===== src/rtl/reset_sequencer_pkg.sv =====
// Shared types for the reset sequencer: FSM state encoding and counter sizing.
package reset_sequencer_pkg;

   typedef enum logic [2:0] {
      ST_WAIT_LOCK = 3'd0,
      ST_SETTLE    = 3'd1,
      ST_RELEASE   = 3'd2,
      ST_RUN       = 3'd3,
      ST_PLL_RST   = 3'd4
   } state_t;

   // Width that holds the largest cycle parameter with headroom, so no state can wrap.
   function automatic int cnt_width(input int a, input int b, input int c, input int d);
      int m;
      m = a;
      if (b > m) m = b;
      if (c > m) m = c;
      if (d > m) m = d;
      return $clog2(m) + 1;
   endfunction

endpackage


===== src/rtl/sync_2ff.sv =====
// Two-flop level synchronizer with synchronous active-low reset.
module sync_2ff (
   input  logic clk_i,
   input  logic rst_n_i,
   input  logic d_i,
   output logic q_o
);

   logic meta_q;
   logic sync_q;

   always_ff @(posedge clk_i) begin
      if (!rst_n_i) begin
         meta_q <= 1'b0;
         sync_q <= 1'b0;
      end else begin
         meta_q <= d_i;
         sync_q <= meta_q;
      end
   end

   assign q_o = sync_q;

endmodule


===== src/rtl/reset_sequencer.sv =====
// Staged downstream reset release gated by a stable PLL lock.
// Optional PLL-reset retry on lock timeout: define RESET_SEQUENCER_TIMEOUT_EN.
//
// state        | meaning
// WAIT_LOCK    | all stages held in reset, waiting for synchronized lock
// SETTLE       | lock seen, counting stable cycles before first release
// RELEASE      | releasing stages one by one, STAGE_DELAY_CYCLES apart
// RUN          | all stages released; accepts resequence requests
// PLL_RST      | pulsing pll_reset after a lock timeout (timeout build only)
module reset_sequencer
   import reset_sequencer_pkg::*;
#(
   parameter int NUM_STAGES         = 4,
   parameter int LOCK_STABLE_CYCLES = 500000,
   parameter int STAGE_DELAY_CYCLES = 16,
   parameter int TIMEOUT_CYCLES     = 1000000,
   parameter int PLL_RESET_CYCLES   = 8
) (
   input  logic                  upstream_clock,
   input  logic                  upstream_reset_n,
   input  logic                  pll_locked,
   input  logic                  resequence_request,
   output logic                  resequence_ack,
   output logic [NUM_STAGES-1:0] downstream_reset,
   output logic                  sequence_done,
   output logic                  pll_reset,
   output logic [7:0]            retry_count
);

   localparam int CW = cnt_width(LOCK_STABLE_CYCLES, STAGE_DELAY_CYCLES,
                                 TIMEOUT_CYCLES, PLL_RESET_CYCLES);
   localparam int IW = (NUM_STAGES > 1) ? $clog2(NUM_STAGES) : 1;

   localparam logic [CW-1:0] SETTLE_LAST = CW'(LOCK_STABLE_CYCLES - 1);
   localparam logic [CW-1:0] STAGE_LAST  = CW'(STAGE_DELAY_CYCLES - 1);
   localparam logic [IW-1:0] IDX_LAST    = IW'(NUM_STAGES - 1);

   state_t                  state_q;
   logic [CW-1:0]           cnt_q;
   logic [IW-1:0]           idx_q;
   logic [NUM_STAGES-1:0]   ds_q;
   logic                    done_q;
   logic                    ack_q;
   logic                    lock_s;

   sync_2ff u_lock_sync (
      .clk_i   (upstream_clock),
      .rst_n_i (upstream_reset_n),
      .d_i     (pll_locked),
      .q_o     (lock_s)
   );

`ifdef RESET_SEQUENCER_TIMEOUT_EN
   localparam logic [CW-1:0] TO_LAST = CW'(TIMEOUT_CYCLES - 1);
   localparam logic [CW-1:0] PR_LAST = CW'(PLL_RESET_CYCLES - 1);

   logic [CW-1:0] tcnt_q;
   logic [CW-1:0] pcnt_q;
   logic          pll_rst_q;
   logic [7:0]    retry_q;
`endif

   always_ff @(posedge upstream_clock) begin
      if (!upstream_reset_n) begin
         state_q <= ST_WAIT_LOCK;
         cnt_q   <= '0;
         idx_q   <= '0;
         ds_q    <= '1;
         done_q  <= 1'b0;
         ack_q   <= 1'b0;
`ifdef RESET_SEQUENCER_TIMEOUT_EN
         tcnt_q    <= '0;
         pcnt_q    <= '0;
         pll_rst_q <= 1'b0;
         retry_q   <= '0;
`endif
      end else begin
         ack_q <= 1'b0;
         // Lock loss outranks everything, including a same-cycle resequence request.
         if (!lock_s && (state_q == ST_SETTLE || state_q == ST_RELEASE || state_q == ST_RUN)) begin
            state_q <= ST_WAIT_LOCK;
            ds_q    <= '1;
            done_q  <= 1'b0;
            cnt_q   <= '0;
            idx_q   <= '0;
         end else begin
            case (state_q)
               ST_WAIT_LOCK: begin
                  ds_q   <= '1;
                  done_q <= 1'b0;
                  if (lock_s) begin
                     state_q <= ST_SETTLE;
                     cnt_q   <= '0;
                  end
               end
               ST_SETTLE: begin
                  if (cnt_q == SETTLE_LAST) begin
                     state_q <= ST_RELEASE;
                     cnt_q   <= '0;
                     idx_q   <= '0;
                  end else begin
                     cnt_q <= cnt_q + CW'(1);
                  end
               end
               ST_RELEASE: begin
                  if (cnt_q == STAGE_LAST) begin
                     cnt_q       <= '0;
                     ds_q[idx_q] <= 1'b0;
                     if (idx_q == IDX_LAST) begin
                        state_q <= ST_RUN;
                        done_q  <= 1'b1;
                     end else begin
                        idx_q <= idx_q + IW'(1);
                     end
                  end else begin
                     cnt_q <= cnt_q + CW'(1);
                  end
               end
               ST_RUN: begin
                  if (resequence_request) begin
                     ack_q   <= 1'b1;
                     ds_q    <= '1;
                     done_q  <= 1'b0;
                     state_q <= ST_RELEASE;
                     cnt_q   <= '0;
                     idx_q   <= '0;
                  end else begin
                     ds_q <= '0;
                  end
               end
`ifdef RESET_SEQUENCER_TIMEOUT_EN
               ST_PLL_RST: begin
                  if (pcnt_q == PR_LAST) begin
                     pll_rst_q <= 1'b0;
                     state_q   <= ST_WAIT_LOCK;
                  end else begin
                     pcnt_q <= pcnt_q + CW'(1);
                  end
               end
`endif
               default: state_q <= ST_WAIT_LOCK;
            endcase
         end

`ifdef RESET_SEQUENCER_TIMEOUT_EN
         // The timeout spans lock glitches; only reaching RELEASE or firing clears it.
         if (state_q == ST_WAIT_LOCK || state_q == ST_SETTLE) begin
            if (tcnt_q == TO_LAST) begin
               state_q   <= ST_PLL_RST;
               pll_rst_q <= 1'b1;
               pcnt_q    <= '0;
               tcnt_q    <= '0;
               cnt_q     <= '0;
               ds_q      <= '1;
               done_q    <= 1'b0;
               if (retry_q != 8'hFF) retry_q <= retry_q + 8'd1;
            end else if (state_q == ST_SETTLE && lock_s && cnt_q == SETTLE_LAST) begin
               tcnt_q <= '0;
            end else begin
               tcnt_q <= tcnt_q + CW'(1);
            end
         end
`endif
      end
   end

   assign resequence_ack   = ack_q;
   assign downstream_reset = ds_q;
   assign sequence_done    = done_q;
`ifdef RESET_SEQUENCER_TIMEOUT_EN
   assign pll_reset   = pll_rst_q;
   assign retry_count = retry_q;
`else
   assign pll_reset   = 1'b0;
   assign retry_count = 8'd0;
`endif

endmodule


===== config.mk =====
export PLATFORM = sky130hd
export DESIGN_NAME = reset_sequencer
export DESIGN_NICKNAME = d
export VERILOG_FILES = /design/src/rtl/reset_sequencer_pkg.sv /design/src/rtl/sync_2ff.sv /design/src/rtl/reset_sequencer.sv
export SDC_FILE = /design/constraint.sdc
export NUM_CORES = 1
export LEC_CHECK = 0
export CORE_ASPECT_RATIO = 1.25
export CORE_MARGIN = 1
export CORE_UTILIZATION = 54
export CTS_CLUSTER_DIAMETER = 40
export CTS_CLUSTER_SIZE = 8
export DETAILED_ROUTE_END_ITERATION = 12
export PLACE_DENSITY_LB_ADDON = 0.2
export SLEW_MARGIN = 20
export SYNTH_ARGS = -nofsm -noshare
export SYNTH_HDL_FRONTEND = slang
export SYNTH_HIERARCHICAL = 1
export SYNTH_SLANG_ARGS = --single-unit

===== constraint.sdc =====
create_clock -name upstream_clock -period 3.5 [get_ports upstream_clock]
set_input_delay 0.525 -clock upstream_clock [delete_from_list [all_inputs] [get_ports upstream_clock]]
set_output_delay 0.525 -clock upstream_clock [all_outputs]
set_load 0.1 [all_outputs]

; ---- Yosys cells after proc, flatten, opt, wreduce, memory -nomap -nowiden
; Cells that the tools add are included.
[totals]
output_inout_bits = 15
reg_bits = 34
input_bits = 4
word_cells = 70
[op_classes]
n_lt_le_gt_ge = 2
bitwise_logic = 4
n_eq_ne = 12
n_addsub = 2
n_mux = 26
n_reduce_logical = 16
[op_table]
columns = cell, n
row1 = $mux W21, 4
row2 = $pmux W21 S4, 1
row3 = $add A21 B1 Y21 const B, 1
row4 = $eq A21 B19 Y1 const B, 1
row5 = $eq A21 B4 Y1 const B, 1
row6 = $mux W3, 5
row7 = $pmux W3 S4, 1
row8 = $pmux W4 S3, 1
row9 = $reduce_and A5 Y1, 2
row10 = $mux W2, 4
row11 = $mux W4, 2
row12 = $ne A2 B1 Y1 const B, 4
row13 = $eq A3 B2 Y1 const B, 2
row14 = $pmux W2 S3, 1
row15 = $reduce_bool A3 Y1, 2
row16 = $mux W1, 5
row17 = $and A4 B4 Y4, 1
row18 = $ne A2 B2 Y1 const B, 2
row19 = $not A4 Y4, 1
row20 = $reduce_and A4 Y1, 1
row21 = $reduce_bool A4 Y1, 1
row22 = $eq A3 B1 Y1 const B, 1
row23 = $logic_not A3 Y1, 1
row24 = $lt A2 B3 Y1 const B, 1
row25 = other kinds (13), 16

; ---- Logic depth before layout (Yosys ltp)
; Gate-level depths: netlist of the first run.
[depth]
ltp_word = 8
ltp_mapped = 8
mapped_depth_nobuf = 7

; ---- Modules after synthesis
; The synthesis of the first run kept the hierarchy.
[modules_own_cells]
columns = mod, cells_each, area_each_um2, seq_area_each_um2, n_inst
row1 = reset_sequencer, 217, 1936.9, 620.6, 1
row2 = sync_2ff, 4, 52.6, 40.0, 1

; ---- Least setup slack after synthesis of the first run
; Ideal clock, no wire load.
[synth_path]
kind = flip-flop to flip-flop
startpoint = register cnt_q[13]
endpoint = register ds_q[0], in the netlist downstream_reset[0]
path_buffers = 0
arrival_time_ps = 1830
slack_ps = 1544
synth_period_minus_slack_ps = 1956
setup_time_ps = 126
path_stages_with_launch = 6
required_time_ps = 3374
path_cell_list = dfxtp_1 > or4_4 > or4_4 > o21a_4 > o31ai_1 > nand2_1
[synth_via]
elab_chain_len = 3
[synth_rtl]
columns = element, line_no
row1 = from (decl), reset_sequencer.sv:39  ; logic [CW-1:0] cnt_q;
row2 = from (signal assigned), reset_sequencer.sv:102  ; cnt_q <= cnt_q + CW'(1);
row3 = from (signal assigned), reset_sequencer.sv:116  ; cnt_q <= cnt_q + CW'(1);
row4 = $eq A21 B4 Y1, reset_sequencer.sv:106  ; if (cnt_q == STAGE_LAST) begin
row5 = $ne A2 B1 Y1 (no source line), -
row6 = $reduce_and A2 Y1 (no source line), -
row7 = "to (signal, indexed assignment)", reset_sequencer.sv:108  ; ds_q[idx_q] <= 1'b0;
row8 = to (signal assigned), reset_sequencer.sv:122  ; ds_q <= '1;
row9 = to (signal assigned), reset_sequencer.sv:128  ; ds_q <= '0;
row10 = to (decl), reset_sequencer.sv:41  ; logic [NUM_STAGES-1:0] ds_q;
; Every way passes these cells.
; A chain may end at the register's enable or synchronous reset.

; ---- Worst setup path in the final report of the first run
[layout_path]
startpoint = register cnt_q[13]
endpoint = register cnt_q[3]
[layout_via]
elab_chain_len = 3
word_cells_on_any_way = 5
[layout_rtl]
columns = element, line_no
row1 = $eq A21 B4 Y1 or $eq A21 B19 Y1 (tied branches), "reset_sequencer.sv:106, reset_sequencer.sv:97"
row2 = $mux W21 (on tied branches), "reset_sequencer.sv:106, reset_sequencer.sv:97"
row3 = $pmux W21 S4 *, reset_sequencer.sv:87  ; case (state_q)
; Mark *: on every way between the ends. The rest lies on a longest branch, timed or not.

==> impl_metrics.toml, run 1 <==
[sta]
worstMarginPinSlew_ps = 959.5
max_freq_mhz = 434.8
tns_ps = 0
period_share = 0.6572
clock_skew_ps = 9.936
hold_viol_final = 0
rsz0062_at_grt = "false"
finalSetupViolCount = 0
slew_violations = 0
slew-limit-headroom = 0.3584
period_minus_slack_ps = 2300
setup_slack_ps = 1200

[route]
drt_first_iter_violations = 64
dr_wl_met2_um = 1879
routedLengthMet1_um = 1831
drt-total-wl_um = 3952
first_pass_iters = 4
drc = 0
routedWlPerCell_um = 14.64
vias = 1576
routed_via_density = 5.837
highest_layer = "met4"
ant_nets = 0
met3WireLength_um = 157

[power]
p_per_area_nw_per_um2 = 714.1
swShare = 0.4434
vdd_drop_max_mv = 0.5861
leakage_nw = 0.7876
p_sw_uw = 673.8
total_power_mw = 1.520
intPower_uw = 845.9
clockPowerShare = 0.243
p_seq_frac = 0.283
combPwrFrac = 0.474

[worst_hold_path]
hold_start = "u_lock_sync/meta_q"
min_path_type = "reg -> reg"
hold_depth = 1
hold_end = "u_lock_sync/q_o"

[job]
drv_cap = 0

[grt]
antenna_found_initial = 0
grt_max_degree = 17
grt_pass1_wl_um = 6555
grt_overflow = 0
grt_util_all_layers = 0.2124
grt_pass1_vias = 1410

[critical_path]
worst-path-buf-inv = 0
required_ps = 3640
path_max_fanout = 16
r2r_cells = 5
r2r-start = "cnt_q[13]"
r2r_slack_ps = 1200
timing.critical_path.slowest_cell_delay_ps = 660
endpoint_kind = "register"
cp-start-kind = "register"
worstPathCellList = "or4_4 -> nor3_1 -> a41oi_1 -> o31ai_4 -> nor2_1"
cpLargestDelayFamily = "compound AO/OA/AOI/OAI gates"
crit_path_top_delay_cell = "o31ai_4"
reg2reg_to = "cnt_q[3]"
critical_path_class = "reg -> reg"
worstPathArrival_ps = 2440

[clock_network]
cts_tree = "done"
ctsHoldBuffers = 0
clk_pin_slew_ps = 70
root_buffer = "clkbuf_8"
post_cts_buffers = 0
htreeDepth = 2
cts_buffers = 5
cts_resized = 0
clockBufferDepth = 2
clk_latency_ps = 290
cts_num_sinks = 33

[floorplanning]
core_um2 = 3513
fp.dieH_um = 69.86
die_area_um2 = 3932
rows = 24
start_util = 0.5662
boundaryPins = 19
die_x_um = 56.29

[logic_synthesis]
synth_area_um2 = 1989
ys_warn_count = 6
yosysTopAreaCell = "dfxtp_1"
synthAdderAreaFrac = 0.06289
yosysTopAreaCellShare = 0.3321
synth_xor_area_frac = 0.07044
ys_ff_latch = 33
synth_compound_area_frac = 0.1371
synthMuxAreaShare = 0
synth.distinct_cells = 49
ys_top_cells_by_area = "dfxtp_1 33%, ha_1 6.3%, nor2_1 4.9%"
synthSimpleGateAreaFrac = 0.3013
postSynthCellCount = 221
synth_top_family_by_area = "simple AND/OR/NAND/NOR gates"
synth-seq-area-share = 0.3321
avgSynthCellArea_um2 = 9.002

[finish]
antenna_cells = 0
areaGrowthSynthToFinish_pct = 6.981
post-route-util = 0.6058
drive_gt1_frac = 0.1039
final_common_cell = "dfxtp_1"
nets = 244
final_cells = 270
layout_common_cells = "33 x dfxtp_1, 26 x nor2_1, 16 x nand2_1"

[place]
dp_cells = 262
routabilityCongestion = 0.8160
port_buffers = 9
dp_hpwl_um = 2865
post-place-ws_ps = 1022

[status]
status = "finished, final reports clean"
[stage by stage]
stage | hold slack, ps | instance area [um2]
after floorplan | 411.8 | 2019
final | 445.8 | 2128
after detailed placement | 429.7 | 2012
after CTS | 447.4 | 2128
after global placement | 413.9 | 2012
after global routing | 466.5 | 2128
[flip-flops by register name (all words and copies together), names as in the netlist]
register / cells
downstream_reset: 4
resequence_ack: 1
cnt_q: 21
u_lock_sync/q_o: 1
u_lock_sync/meta_q: 1
sequence_done: 1
idx_q: 2
state_q: 2
[Yosys cell counts (all sizes together)]
master and number:
o221ai 3, bufbuf 1, nor2b 3, a31oi 2, o311a 2, o21a 2
or4 3, clkbuf 5, and3 8, and4 3, o31a 1, a211oi 1
or3 1, o2111ai 1, or2 2, dfxtp 33, buf 11, ha 10
and4b 1, xnor2 5, o31ai 9, xor2 11, a21oi 5, and2 3
o211ai 1, a211o 1, nor4 8, nor3b 2, nor3 5, nand3 13
nand4 11, inv 7, a41oi 1, nor2 26, nand2 16, o21ai 2
o211a 1, conb 1
[metal layers]
layer	global-route usage	vias to the layer above
li1	-	801
met1	0.2724	731
met2	0.3333	37
met3	0.05000	7
met4	0.1030	0
met5	0	-
[worst register-to-register path, stage by stage (launching register included)]
cell	delay [ps]
dfxtp_1	360
or4_4	560
nor3_1	220
a41oi_1	240
o31ai_4	660
nor2_1	110
[cell families after synthesis]
logic type	count (synthesis)
AO/OA/AOI/OAI	32
XOR/XNOR	16
adder cells (fa/ha/maj)	10
buffers and inverters	24
flip-flops	33
other	1
AND/OR/NAND/NOR	105
[worst max-delay path by stage]
stage	from	to	cells past startpoint
after floorplan	cnt_q[13]	downstream_reset[0]	5
after global placement	resequence_request	cnt_q[10]	5
after detailed placement	resequence_request	cnt_q[3]	5
after CTS	cnt_q[13]	cnt_q[3]	5
after global routing	cnt_q[0]	state_q[0]	5
final	cnt_q[13]	cnt_q[3]	5
[power by group through the flow]
stage          registers, mW  clock network, mW  logic, mW
2_1_floorplan          0.557                  0      0.546
3_3_place_gp           0.438                  0      0.707
3_5_place_dp           0.439                  0      0.710
4_1_cts                0.430              0.381      0.715
5_1_grt                0.435              0.395      0.778
6_report               0.430              0.369      0.721
[area by class of cell]
class | count | area (um2)
fill | 332 | 1385
multi-input combinational | 172 | 1171
sequential | 33 | 660.6
timing repair buffer | 11 | 105.1
clock buffer | 7 | 86.33
tap | 39 | 48.80
clock inverter | 1 | 30.03
inverter | 7 | 26.28
(Power assumes the default switching activity.)
==> run 2, diff against run 1 <==
--- a/config.mk
+++ b/config.mk
@@ -7,7 +7,7 @@
 export LEC_CHECK = 0
 export CORE_ASPECT_RATIO = 1.25
 export CORE_MARGIN = 1
-export CORE_UTILIZATION = 54
+export CORE_UTILIZATION = 51
 export CTS_CLUSTER_DIAMETER = 40
 export CTS_CLUSTER_SIZE = 8
 export DETAILED_ROUTE_END_ITERATION = 12
==> constraint.sdc (replaced) <==
create_clock -name upstream_clock -period 2 [get_ports upstream_clock]
set_input_delay 0.3 -clock upstream_clock [delete_from_list [all_inputs] [get_ports upstream_clock]]
set_output_delay 0.3 -clock upstream_clock [all_outputs]
set_load 0.1 [all_outputs]
==> run 2 against run 1 <==
  * The flow now finishes with violations (design-rule violations, negative setup slack)
  * Die area is 5.7% higher
  * Sequential share of layout area is 3.1 points lower
  * Clock power is 34% higher
  * Total power is 84% higher
  * Clock skew is 4.5 ps lower
  * Critical path type unchanged
==> impl_metrics.toml, run 2 (synthesis results as in run 1) <==
[finish]
areaGrowthSynthToFinish_pct = 19.56
final_common_cell = "buf_4"
layout_common_cells = "37 x buf_4, 30 x dfxtp_1, 26 x nor2_1"
antenna_cells = 0
fillers = 347
drive_gt1_frac = 0.2835
top_register = "cnt_q"
nets = 274
final_cells = 301
largest_register_ffs = 21

[power]
p_per_area_nw_per_um2 = 1175
leakage_nw = 0.9536
vdd_drop_max_mv = 0.4823

[clock_network]
clk_latency_ps = 290
cts_tree = "done"
clk_pin_slew_ps = 70
cts_buffers = 5
clockBufferDepth = 2
root_buffer = "clkbuf_8"
cts_num_sinks = 33
htreeDepth = 2
ctsHoldBuffers = 0

[sta]
period_share = 1.007
slew_violations = 0
finalSetupViolCount = 3
clock_skew_ps = 5.405
period_minus_slack_ps = 2014
setup_slack_ps = -13.63
hold_viol_final = 0
max_freq_mhz = 496.6
rsz0062_at_grt = "true"

[place]
dp_hpwl_um = 3346
dp_cells = 288
post-place-ws_ps = -67.68
routabilityCongestion = 0.8887
port_buffers = 9

[route]
vias = 1702
routedWlPerCell_um = 15.33
highest_layer = "met4"
met3WireLength_um = 101
drc = 1
dr_wl_met2_um = 2357
drt-total-wl_um = 4615
routed_via_density = 5.654
drt_first_iter_violations = 96
routedLengthMet1_um = 1944
ant_nets = 0
first_pass_iters = 8

[grt]
grt_overflow = 0
grt_util_all_layers = 0.2404
grt_pass1_vias = 1634
grt_pass1_wl_um = 7548
grt_max_degree = 17
antenna_found_initial = 0

[critical_path]
endpoint_kind = "register"
worstPathArrival_ps = 2190
path_max_fanout = 8
critical_path_class = "reg -> reg"
cp-start-kind = "register"
required_ps = 2180

[status]
status = "finished with violations"
violations = "design-rule violations, negative setup slack"

[floorplanning]
boundaryPins = 19
die_area_um2 = 4156
fp.dieH_um = 71.83
die_x_um = 57.86
start_util = 0.5300
core_um2 = 3754
rows = 25

[worst_hold_path]
min_path_type = "reg -> reg"

[job]
drv_cap = 0
==> run 2: changes by cell type in the layout (fill, tap and decap cells not counted), moves of 3 or more <==
cell	before	now
clkdlybuf4s50_1	9	3
buf_4	2	37
nor4_1	5	2
dfxtp_2	0	3
dfxtp_1	33	30
==> run 2: final timing paths <==
| check | to | depth (start not counted) | from | slack [ps] |
|---|---|---|---|---|
| setup / recovery | cnt_q[1] | 5 | cnt_q[13] | -10 |
| hold / removal | u_lock_sync/q_o | 1 | u_lock_sync/meta_q | 430 |
| hold reg to reg | u_lock_sync/q_o | 1 | u_lock_sync/meta_q | 430 |
| setup reg to reg | cnt_q[1] | 5 | cnt_q[13] | -10 |
==> run 2: layout make-up <==
| type | instances | area (um2) | area share |
|---|---|---|---|
| clock buffer | 6 | 72.57 | 0.03051 |
| timing repair buffer | 41 | 327.8 | 0.1378 |
| inverter | 7 | 26.28 | 0.01105 |
| tap | 40 | 50.05 | 0.02104 |
| clock inverter | 2 | 10.01 | 0.004208 |
| sequential | 33 | 664.4 | 0.2793 |
| multi-input combinational | 172 | 1227 | 0.5160 |
==> run 2: worst max-delay path: stages, from the launching register on <==
cell and delay, ps:
dfxtp_2 320, or4_4 540, or4_4 480, o21a_4 260
o2111ai_1 210, a21oi_1 100
==> run 2: metrics by stage <==
stage / utilization / setup TNS (ps) / power (mW) / hold WS (ps) / instance area, um2
after global placement: 0.5857 / -53.85 / 2.245 / 413.1 / 2198
after detailed placement: 0.5857 / -67.68 / 2.244 / 421.1 / 2198
after global routing: 0.6337 / -604.5 / 2.971 / 452.9 / 2379
final: 0.6337 / -25.88 / 2.794 / 435.0 / 2379
after CTS: 0.6113 / 0 / 2.749 / 437.8 / 2295
after floorplan: - / 0 / 1.931 / 411.8 / 2019
==> run 2: layer usage <==
| layer | global-route usage | vias up |
|---|---|---|
| li1 | - | 855 |
| met1 | 0.2716 | 804 |
| met2 | 0.4010 | 27 |
| met3 | 0.05415 | 16 |
| met4 | 0.1561 | 0 |
| met5 | 0 | - |
==> run 2: what timing repair did <==
item / 4_1_cts / 5_1_grt
pin swaps: 0 / 7
gates cloned: 0 / 0
setup buffers: 0 / 5
gates resized for setup: 2 / 14
setup endpoints to repair: 7 / 25
==> run 2: where the power goes <==
part | switching [mW] | leakage (nW) | total (mW) | internal [mW]
sequential | 0.0437 | 0.268 | 0.762 | 0.719
clock | 0.255 | 0.0450 | 0.496 | 0.241
combinational | 0.973 | 0.640 | 1.54 | 0.563
total | 1.27 | 0.954 | 2.79 | 1.52
